--- src/rtl/load_data_extract_pkg.sv ---
// Shared definitions for the LSU load-data formatter: load-type funct3 keys and widths.
package load_data_extract_pkg;

    localparam int unsigned DATA_LEN = 32;
    localparam int unsigned KEY_LEN  = 3;
    localparam int unsigned NR_KEY   = 5;

    typedef enum logic [KEY_LEN-1:0] {
        LB  = 3'b000,
        LH  = 3'b001,
        LW  = 3'b010,
        LBU = 3'b100,
        LHU = 3'b101
    } load_funct3_e;

endpackage

--- src/rtl/load_data_extract_if.sv ---
// Read-beat / writeback bundle between the data-bus read channel and the load formatter.
interface load_data_extract_if;
    import load_data_extract_pkg::*;

    logic                in_valid;
    logic [KEY_LEN-1:0]  funct3;
    logic [1:0]          addr_lo;
    logic [DATA_LEN-1:0] rdata;
    logic                out_valid;
    logic [DATA_LEN-1:0] out_data;
    logic                out_miss;
    logic                out_misalign;

    modport master (
        output in_valid, funct3, addr_lo, rdata,
        input  out_valid, out_data, out_miss, out_misalign
    );

    modport slave (
        input  in_valid, funct3, addr_lo, rdata,
        output out_valid, out_data, out_miss, out_misalign
    );

endinterface

--- src/rtl/load_data_extract_sign_extend.sv ---
// Combinational sign extension: replicates the MSB of data_in up to OUT_WIDTH bits.
module sign_extend #(
    parameter int unsigned DATA_WIDTH = 8,
    parameter int unsigned OUT_WIDTH  = 32
) (
    input  logic [DATA_WIDTH-1:0] data_in,
    output logic [OUT_WIDTH-1:0]  data_out
);

    always_comb begin
        data_out = {{(OUT_WIDTH-DATA_WIDTH){data_in[DATA_WIDTH-1]}}, data_in};
    end

endmodule

--- src/rtl/load_data_extract.sv ---
// Load-data formatter: lane select, funct3 key mux with extension, registered result.
// Optional misalignment flag built only when LOAD_EXT_MISALIGN_CHK_EN is defined.
module load_data_extract
    import load_data_extract_pkg::*;
#(
    parameter int unsigned NR_KEY   = load_data_extract_pkg::NR_KEY,
    parameter int unsigned KEY_LEN  = load_data_extract_pkg::KEY_LEN,
    parameter int unsigned DATA_LEN = load_data_extract_pkg::DATA_LEN
) (
    input logic               clock,
    input logic               reset,
    load_data_extract_if.slave bus
);

    logic [7:0]          byte_lane;
    logic [15:0]         half_lane;
    logic [DATA_LEN-1:0] byte_sext;
    logic [DATA_LEN-1:0] half_sext;
    logic [KEY_LEN-1:0]  keys  [NR_KEY];
    logic [DATA_LEN-1:0] datas [NR_KEY];
    logic [DATA_LEN-1:0] sel_data;
    logic                sel_miss;

    always_comb begin
        byte_lane = bus.rdata[{bus.addr_lo, 3'b000} +: 8];
        half_lane = bus.rdata[{bus.addr_lo[1], 4'b0000} +: 16];
    end

    sign_extend #(.DATA_WIDTH(8), .OUT_WIDTH(DATA_LEN)) u_sext_byte (
        .data_in  (byte_lane),
        .data_out (byte_sext)
    );

    sign_extend #(.DATA_WIDTH(16), .OUT_WIDTH(DATA_LEN)) u_sext_half (
        .data_in  (half_lane),
        .data_out (half_sext)
    );

    always_comb begin
        keys[0]  = LB;
        datas[0] = byte_sext;
        keys[1]  = LH;
        datas[1] = half_sext;
        keys[2]  = LW;
        datas[2] = bus.rdata;
        keys[3]  = LBU;
        datas[3] = {{(DATA_LEN-8){1'b0}}, byte_lane};
        keys[4]  = LHU;
        datas[4] = {{(DATA_LEN-16){1'b0}}, half_lane};
    end

    // First matching key wins; unmatched funct3 falls through to zero data with miss set.
    always_comb begin
        sel_data = '0;
        sel_miss = 1'b1;
        for (int unsigned i = 0; i < NR_KEY; i++) begin
            if (sel_miss && (bus.funct3 == keys[i])) begin
                sel_data = datas[i];
                sel_miss = 1'b0;
            end
        end
    end

    always_ff @(posedge clock or negedge reset) begin
        if (!reset) begin
            bus.out_valid <= 1'b0;
            bus.out_data  <= '0;
            bus.out_miss  <= 1'b0;
        end else begin
            bus.out_valid <= bus.in_valid;
            if (bus.in_valid) begin
                bus.out_data <= sel_data;
                bus.out_miss <= sel_miss;
            end
        end
    end

`ifdef LOAD_EXT_MISALIGN_CHK_EN
    logic misalign_c;

    always_comb begin
        misalign_c = (((bus.funct3 == LH) || (bus.funct3 == LHU)) && bus.addr_lo[0])
                   || ((bus.funct3 == LW) && (bus.addr_lo != 2'b00));
    end

    always_ff @(posedge clock or negedge reset) begin
        if (!reset) begin
            bus.out_misalign <= 1'b0;
        end else if (bus.in_valid) begin
            bus.out_misalign <= misalign_c;
        end
    end
`else
    always_comb begin
        bus.out_misalign = 1'b0;
    end
`endif

endmodule

--- src/flat_wrapper.sv ---
// flat-port wrapper written by rule: the top's interface ports become plain ports
module load_data_extract_flat import load_data_extract_pkg::*;
#(
    parameter int unsigned NR_KEY   = load_data_extract_pkg::NR_KEY,
    parameter int unsigned KEY_LEN  = load_data_extract_pkg::KEY_LEN,
    parameter int unsigned DATA_LEN = load_data_extract_pkg::DATA_LEN
)
  (clock, reset, bus_in_valid, bus_funct3, bus_addr_lo, bus_rdata, bus_out_valid, bus_out_data, bus_out_miss, bus_out_misalign);
  load_data_extract_if bus_i ();
  input logic clock;
  input logic reset;
  input wire logic [$bits(bus_i.in_valid)-1:0] bus_in_valid;
  input wire logic [$bits(bus_i.funct3)-1:0] bus_funct3;
  input wire logic [$bits(bus_i.addr_lo)-1:0] bus_addr_lo;
  input wire logic [$bits(bus_i.rdata)-1:0] bus_rdata;
  output wire logic [$bits(bus_i.out_valid)-1:0] bus_out_valid;
  output wire logic [$bits(bus_i.out_data)-1:0] bus_out_data;
  output wire logic [$bits(bus_i.out_miss)-1:0] bus_out_miss;
  output wire logic [$bits(bus_i.out_misalign)-1:0] bus_out_misalign;
  assign bus_i.in_valid = bus_in_valid;
  assign bus_i.funct3 = bus_funct3;
  assign bus_i.addr_lo = bus_addr_lo;
  assign bus_i.rdata = bus_rdata;
  assign bus_out_valid = bus_i.out_valid;
  assign bus_out_data = bus_i.out_data;
  assign bus_out_miss = bus_i.out_miss;
  assign bus_out_misalign = bus_i.out_misalign;
  load_data_extract #(.NR_KEY(NR_KEY), .KEY_LEN(KEY_LEN), .DATA_LEN(DATA_LEN)) u_core (.clock(clock), .reset(reset), .bus(bus_i));
endmodule
--- config.mk ---
export PLATFORM = sky130hd
export DESIGN_NAME = load_data_extract_flat
export DESIGN_NICKNAME = d
export VERILOG_FILES = /design/src/rtl/load_data_extract_pkg.sv /design/src/rtl/load_data_extract_if.sv /design/src/rtl/load_data_extract_sign_extend.sv /design/src/rtl/load_data_extract.sv /design/src/flat_wrapper.sv
export SDC_FILE = /design/constraint.sdc
export NUM_CORES = 1
export LEC_CHECK = 0
export CORE_ASPECT_RATIO = 0.75
export CORE_MARGIN = 4
export CORE_UTILIZATION = 54
export CTS_BUF_LIST = sky130_fd_sc_hd__clkbuf_4 sky130_fd_sc_hd__clkbuf_8 sky130_fd_sc_hd__clkbuf_16
export CTS_CLUSTER_DIAMETER = 60
export DETAILED_ROUTE_END_ITERATION = 16
export PLACE_DENSITY = 0.86
export SKIP_CTS_REPAIR_TIMING = 1
export SLEW_MARGIN = 20
export SYNTH_ARGS = -nofsm -noshare
export SYNTH_HDL_FRONTEND = slang
export SYNTH_HIERARCHICAL = 1
export SYNTH_SLANG_ARGS = --single-unit
--- constraint.sdc ---
create_clock -name clock -period 1.62 [get_ports clock]
set_input_delay 0.486 -clock clock [delete_from_list [all_inputs] [get_ports clock]]
set_output_delay 0.486 -clock clock [all_outputs]
set_load 0.02 [all_outputs]
=== Yosys cells after proc, flatten, opt, wreduce, memory -nomap -nowiden ===
Index checks and enable logic that the tools add are counted.

* Bits of input ports: 40
* Bits in registers: 34
* Word-level logic and storage cells: 24

* Eq/ne operators: 4
* Multiplexer cells: 10
* Shift-type cells: 2
* Reductions and logical operators: 5

{| class="wikitable"
|+ Operator list
! kind !! number
|-
| 32-bit two-way mux || 5
|-
| 32-bit by 6-bit variable part select with 16-bit output || 1
|-
| 32-bit by 6-bit variable part select with 8-bit output || 1
|-
| 3-bit == test, second input constant || 2
|-
| 1-bit two-way mux || 5
|-
| 1-bit logical AND || 4
|-
| 3-bit by 1-bit == test with 1-bit output, second input constant || 1
|-
| 3-bit by 2-bit == test with 1-bit output, second input constant || 1
|-
| 3-bit logical NOT || 1
|}

=== Longest topological paths before layout ===
Gate-level depths: netlist of the first run.

* Word-level depth: 10
* Depth in mapped cells: 10
* Depth with buffers taken out: 7

=== Modules after synthesis ===
Netlist of the first run, hierarchy kept.

{| class="wikitable"
|+ Modules (own cells, without submodules)
! module !! area each (um2) !! seq. area each (um2) !! cells an instance !! instances
|-
| load_data_extract || 2556.2 || 850.8 || 297 || 1
|-
| sign_extend || 240.2 || 0.0 || 32 || 2
|}

=== Worst setup path before layout of the first run ===
Ideal clock, no wire load.

* Path type: input to register
* Start: in bus_addr_lo[0]
* End: reg u_core.bus.out_data[7]
* Data arrival time: 2.731 ns
* Path slack: -1.176 ns
* Stages: 9
* Data required time: 1.555 ns
* Path through: buf_2 buf_1 nor2_1 a21oi_1 buf_4 nor2b_1 a31oi_1 o221ai_1 o211a_1

* Word-level cells in the longest chain between the ends: 6

{| class="wikitable"
|+ Ends and longest elaborated chain
! what !! line !! RTL
|-
| from (decl) || flat_wrapper.sv:14 || <nowiki>input wire logic [$bits(bus_i.addr_lo)-1:0] bus_addr_lo;</nowiki>
|-
| 32-bit by 6-bit variable part select with 8-bit output * || load_data_extract.sv:25 || <nowiki>byte_lane = bus.rdata[{bus.addr_lo, 3'b000} +: 8];</nowiki>
|-
| net u_core.byte_lane[7] || load_data_extract.sv:15 || <nowiki>logic [7:0] byte_lane;</nowiki>
|-
| 32-bit two-way mux (3 in series) || load_data_extract.sv:57 || <nowiki>if (sel_miss && (bus.funct3 == keys[i])) begin</nowiki>
|-
| 32-bit two-way mux * (2 in series) || load_data_extract.sv:57 ||
|-
| to (signal assigned) || load_data_extract.sv:72 || <nowiki>bus.out_data <= sel_data;</nowiki>
|-
| to (decl) || load_data_extract_if.sv:21 || <nowiki>output out_valid, out_data, out_miss, out_misalign</nowiki>
|}

Mark *: on every way through the listed nets, which the timed path passes. The rest lies on a longest branch.
A chain may end at the register's enable or synchronous reset.

=== Worst setup path after layout of the first run ===
* Start: in bus_addr_lo[1]
* End: reg u_core.bus.out_data[7]

The elaborated chain is that of the path after synthesis.

==> results of run 1 <==
==> power by group through the flow <==
stage | clock, mW | sequential [mW] | combinational (mW)
2_1_floorplan | 0 | 1.10 | 0.650
3_3_place_gp | 0 | 0.997 | 1.09
5_1_grt | 0.738 | 0.993 | 1.37
3_5_place_dp | 0 | 1.00 | 1.11
4_1_cts | 0.699 | 0.986 | 1.12
6_report | 0.690 | 0.985 | 1.30
==> layout by cell type (no fill, tap or decap), types with 2 or more instances in the layout <==
master,count
inv_1,26
a21oi_4,3
buf_2,3
buf_4,58
nand2_1,16
inv_4,2
o22ai_1,16
a21oi_2,8
mux2i_1,30
nand3b_1,4
clkbuf_2,2
buf_12,9
dlymetal6s2s_1,58
a221oi_2,3
nor2_1,37
a2bb2oi_1,5
o211ai_1,5
dfrtp_1,34
o311a_1,3
a21oi_1,25
mux2_4,5
clkbuf_8,6
o2bb2ai_1,8
mux2i_4,11
nor2_4,2
nor2_2,3
a2bb2oi_2,3
nor2b_1,2
buf_6,13
o21ai_1,4
mux2i_2,2
a31oi_1,5
clkdlybuf4s50_1,10
==> sequential cells by signal, indices dropped and copies added (netlist names) <==
signal	count
u_core/bus.out_data	32
u_core/bus.out_miss	1
u_core/bus.out_valid	1
==> through the flow <==
stage	instances	TNS [ns]	setup slack, ns	util	power (mW)
after floorplan	361	-7.92	-0.389	-	1.75
after global placement	487	-21.54	-0.724	0.710	2.08
after detailed placement	487	-24.11	-0.814	0.710	2.11
after CTS	495	-19.20	-0.558	0.728	2.80
after global routing	509	-1.84	-0.200	0.827	3.10
final	509	-0.930	-0.155	0.827	2.98
==> layout make-up <==
cell class	instances	share of cell area
Tap cell	75	0.0211
Multi-Input combinational cell	209	0.375
Sequential cell	34	0.191
Timing Repair Buffer	154	0.366
Clock buffer	7	0.0202
Clock inverter	1	0.00112
Inverter	29	0.0264
==> logic make-up after synthesis <==
logic type             Yosys count  synth area share
muxes                           48             0.173
and+or+nand+nor                 69            0.0964
buffers and inverters          121             0.254
AOI/OAI and AO/OA               88             0.195
other                            1           0.00123
DFF                             34             0.280
==> path summary, 6_finish.rpt <==
kind | from | end | depth (start not counted)
min | u_core/bus.out_data[28]$_DFFE_PN0P_ | u_core/bus.out_data[28]$_DFFE_PN0P_ | 2
min in group asynchronous | reset | u_core/bus.out_data[0]$_DFFE_PN0P_ | 2
max in group asynchronous | reset | u_core/bus.out_data[1]$_DFFE_PN0P_ | 2
max reg2reg | u_core/bus.out_data[3]$_DFFE_PN0P_ | u_core/bus.out_data[3]$_DFFE_PN0P_ | 2
min reg2reg | u_core/bus.out_data[28]$_DFFE_PN0P_ | u_core/bus.out_data[28]$_DFFE_PN0P_ | 2
max | bus_addr_lo[1] | u_core/bus.out_data[7]$_DFFE_PN0P_ | 9
==> critical path: cells and delay by family <==
family	cells	cell delay, ns
AND/OR/NAND/NOR	1	0.22
buffers and inverters	3	0.41
multiplexers	1	0.19
AO/OA/AOI/OAI	4	0.70
==> routing by layer <==
layer  global-route usage  routed length [µm]  vias to the layer above
met4               0.0576                 387                        0
met5                    0                   0                        -
met1                0.355                4060                     1452
met2                0.408                4930                      228
li1                     -                   -                     1327
met3               0.0557                1230                       53
==> reports/qor.txt, run 1 <==
status -> finished, violations left
failing checks -> negative setup slack
layout cells sized above 1 -> 0.318
synth unique cells -> 33
Worst path slowest cell -> a21oi_4
initial core utilization -> 0.564
CTS Buffer Depth -> 2
Syn Area/Cell -> 8.41 µm²
Hold/Removal Path Class -> flip-flop to flip-flop
WS Path Type -> input pin to flip-flop
Final Skew -> 0 ns
diode count -> 0
first-pass detailed-route iteration total -> 6
placed cell areas -> 3820 µm²
Clock transition at path regs -> 0.08 ns
DRC viols -> 0
Clock Latency Late Sink -> 0.29 ns
Ports -> 75
Commonest cells post-synth -> buf_4, nor2_1, mux2i_1
Async S/R FF share, synth -> 1.00
P per Cell Area -> 668 nW/µm²
Total GRT Usage -> 0.255
flop2flop setup slack -> 0.87 ns
Area Growth Syn to Fin -> 46.6%
warnings from Yosys -> 6
clock root cell -> clkbuf_8
Antenna Nets Post-Route -> 0
count leader, synth -> buf_4
Sequential Power Share -> 0.331
WP data required -> 1.86 ns
final wirelength -> 10600 µm
htree depth -> 2
gr ovfl total -> 0
Worst setup SP type -> input pin
crit-path max FO -> 7
NetSw -> 1.04 mW
Max stage delay on crit path -> 0.26 ns
Sw Ratio -> 0.350
Fmax -> 563 MHz
initial drt markers -> 415
Worst Setup End Kind -> flip-flop
reported max-cap violation count -> 0
design area -> 4450 µm²
FF+latch count, synth -> 34
multi-input logic area -> 1670 µm²
worst vdd ir -> 0.400 mV
max-slew violation count -> 0
share of the synthesized area in the top cell type -> 0.280
PnR worst setup slack -> -0.155 ns
initial antenna violation count -> 0
vias in the first global route -> 2675
Synth Flop Type -> dfrtp_1
final hold violations -> 0
# setup viols final -> 17
internal power -> 1.93 mW
cts bufs inserted -> 5
share of total power in combinational logic -> 0.437
Fillers -> 287
GPL Wtd Cong -> 0.865
clock share of power -> 0.232
synth top area cells -> dfrtp_1, buf_4, mux2i_1
global-route wire length before repair -> 13500 µm
FF+latch area -> 851 µm²
routed len/inst -> 20.8 µm
cells along the critical path -> buf_8 -> buf_12 -> mux2i_4 -> buf_12 -> a21oi_4 -> nor2b_1 -> a31oi_1 -> o221ai_1 -> o211a_1
Core Area -> 5380 µm²
WP data arrival -> 2.01 ns
final worst path period need -> 1.77 ns
largest net degree at the start of global routing -> 35
Final nets -> 473
Mapped Area -> 3040 µm²
Rows -> 23
area leader, netlist -> dfrtp_1
# port buffers -> 73
HPWL Detailed -> 6320 µm
TritonCTS clock tree -> yes
RSZ-0062 raised after global routing -> true
Die Area -> 6900 µm²
die height -> 72.9 µm
Fin Hold WS -> 0.528 ns
Final Cycle Share -> 1.10
Post-synth EDFFs -> 0
leak pwr -> 2.53 nW
crit-path most repeated cell -> buf_12
drt via density -> 6.01
post-synthesis cell count -> 361
Die W -> 94.6 µm
Clock Sink Count -> 34
Via Count -> 3060
Net Count, Synth -> 401
post-synthesis sequential area ratio -> 0.280
Power figures use the tool's default switching activity.
==> inputs of run 2 (changes only) <==
Settings changed: SLEW_MARGIN 20 to unset.
==> results of run 2 <==
Final layout, timing and power as in run 1 (identical DEF).
==> inputs of run 3 (changes only) <==
Settings changed: CORE_MARGIN 4 to 2, PLACE_DENSITY 0.86 to 0.9.
==> run 3 against run 2 <==
Net effect: the flow still finishes with violations (negative setup slack); total power shrank 2.3%; core utilization shrank 3.4 points; clock skew is the same; register-to-register slack is essentially flat; critical endpoint is now u_core/bus.out_data[0]$_DFFE_PN0P_.
==> reports/qor.txt, run 3 (synthesized netlist as in run 1, its figures left out) <==
Hold Path Origin -> u_core/bus.out_data[11]$_DFFE_PN0P_
GPL Wtd Cong -> 0.883
global-route wire length before repair -> 13200 µm
initial core utilization -> 0.564
htree depth -> 2
HPWL Detailed -> 6040 µm
Levels on crit path -> 8
leak pwr -> 2.42 nW
cts bufs inserted -> 5
Ports -> 75
Final Cycle Share -> 1.12
TritonCTS clock tree -> yes
diode count -> 0
reported max-cap violation count -> 0
Antenna Nets Post-Route -> 0
Total GRT Usage -> 0.272
status -> finished, violations left
hold path endpoint -> u_core/bus.out_data[11]$_DFFE_PN0P_
DRC viols -> 0
Hold/Removal Path Class -> flip-flop to flip-flop
Final nets -> 461
routed len/inst -> 19.8 µm
# setup viols final -> 22
Die W -> 90.6 µm
die height -> 68.9 µm
Worst Setup End Kind -> flip-flop
gr ovfl total -> 0
WP data required -> 1.82 ns
layout cells sized above 1 -> 0.291
family with the most delay on the worst path -> compound AO/OA/AOI/OAI gates
max-slew violation count -> 0
P per Cell Area -> 681 nW/µm²
Fmax -> 552 MHz
cells along the critical path -> buf_6 -> buf_6 -> buf_12 -> mux2i_4 -> mux2i_4 -> a21oi_2 -> o311a_1 -> a221oi_2
PnR worst setup slack -> -0.190 ns
Buf+Inv Stages, Crit Path -> 3
crit-path max FO -> 7
Largest regs -> u_core/bus.out_data x32, u_core/bus.out_miss x1, u_core/bus.out_valid x1
WP data arrival -> 2.01 ns
final worst path period need -> 1.81 ns
Worst path slowest cell -> o311a_1
hold depth -> 2
Core Area -> 5380 µm²
first-pass detailed-route iteration total -> 4
most common cell after layout, fill and taps aside -> buf_4
initial drt markers -> 322
final hold violations -> 0
Largest register FFs -> 32
drt via density -> 5.81
RSZ-0062 raised after global routing -> true
CTS Buffer Depth -> 2
reg2reg start -> u_core/bus.out_data[7]$_DFFE_PN0P_
failing checks -> negative setup slack
beginning of the critical path -> bus_addr_lo[1]
Fillers -> 314
worst vdd ir -> 0.396 mV
clock root cell -> clkbuf_8
Top reg by flops -> u_core/bus.out_data
vias in the first global route -> 2576
largest net degree at the start of global routing -> 43
Clock Latency Late Sink -> 0.29 ns
Rows -> 23
final wirelength -> 9860 µm
Die Area -> 6250 µm²
flop2flop setup slack -> 0.87 ns
WS Path Type -> input pin to flip-flop
initial antenna violation count -> 0
DP Worst Slack -> -0.816 ns
Inst Count DP -> 481
Via Count -> 2890
Worst setup SP type -> input pin
most frequent cells in the layout -> buf_4, dlymetal6s2s_1, nor2_1, dfrtp_1, inv_1
Final Skew -> 0 ns
Max stage delay on crit path -> 0.38 ns
RR Endpoint -> u_core/bus.out_data[7]$_DFFE_PN0P_
Area Growth Syn to Fin -> 40.7%
FF-to-FF path depth -> 1
Clock Sink Count -> 34
# port buffers -> 73
non-filler cells, final -> 497
Clock transition at path regs -> 0.08 ns
## run 3: worst max path at each step
stage                                                     to
after CTS                 u_core/bus.out_data[3]$_DFFE_PN0P_
after global routing      u_core/bus.out_data[9]$_DFFE_PN0P_
after floorplan           u_core/bus.out_data[7]$_DFFE_PN0P_
after global placement    u_core/bus.out_data[1]$_DFFE_PN0P_
after detailed placement  u_core/bus.out_data[3]$_DFFE_PN0P_
final                     u_core/bus.out_data[0]$_DFFE_PN0P_
## run 3: area by class of cell
class	instances	area, µm²	area share
multi-input cells	206	1620	0.379
clock buffers	6	82.6	0.0193
inverters	29	109	0.0255
clock inverters	2	12.5	0.00293
flip-flops and latches	34	851	0.199
well taps	75	93.8	0.0220
repair buffers	145	1510	0.352
## run 3: routing by layer
layer | part of all wire | GRT usage
met5 | 0 | 0
met1 | 0.42 | 0.369
met4 | 0.021 | 0.0635
met3 | 0.086 | 0.0620
met2 | 0.48 | 0.448
## run 3: tightest hold or removal path: cells and delay by family, from the launching register on
kind / cells / cell delay (ns)
AOI/OAI and AO/OA: 1 / 0.10
DFF: 1 / 0.35
and+or+nand+nor: 1 / 0.04
## run 3: metrics by stage
| stage | setup TNS (ns) | util | total power [mW] | instance area (µm²) | hold WS (ns) |
|---|---|---|---|---|---|
| 2_1_floorplan | -7.92 | - | 1.75 | 3090 | 0.190 |
| 3_3_place_gp | -21.41 | 0.701 | 2.07 | 3770 | 0.501 |
| 3_5_place_dp | -22.19 | 0.701 | 2.10 | 3770 | 0.514 |
| 4_1_cts | -17.10 | 0.719 | 2.79 | 3870 | 0.532 |
| 5_1_grt | -2.71 | 0.794 | 3.03 | 4270 | 0.551 |
| 6_report | -1.34 | 0.794 | 2.91 | 4270 | 0.525 |
## run 3: power breakdown
part | internal [mW] | switching, mW | total, mW
clock network | 0.342 | 0.350 | 0.692
logic | 0.604 | 0.627 | 1.23
registers | 0.934 | 0.0498 | 0.984
total | 1.88 | 1.03 | 2.91
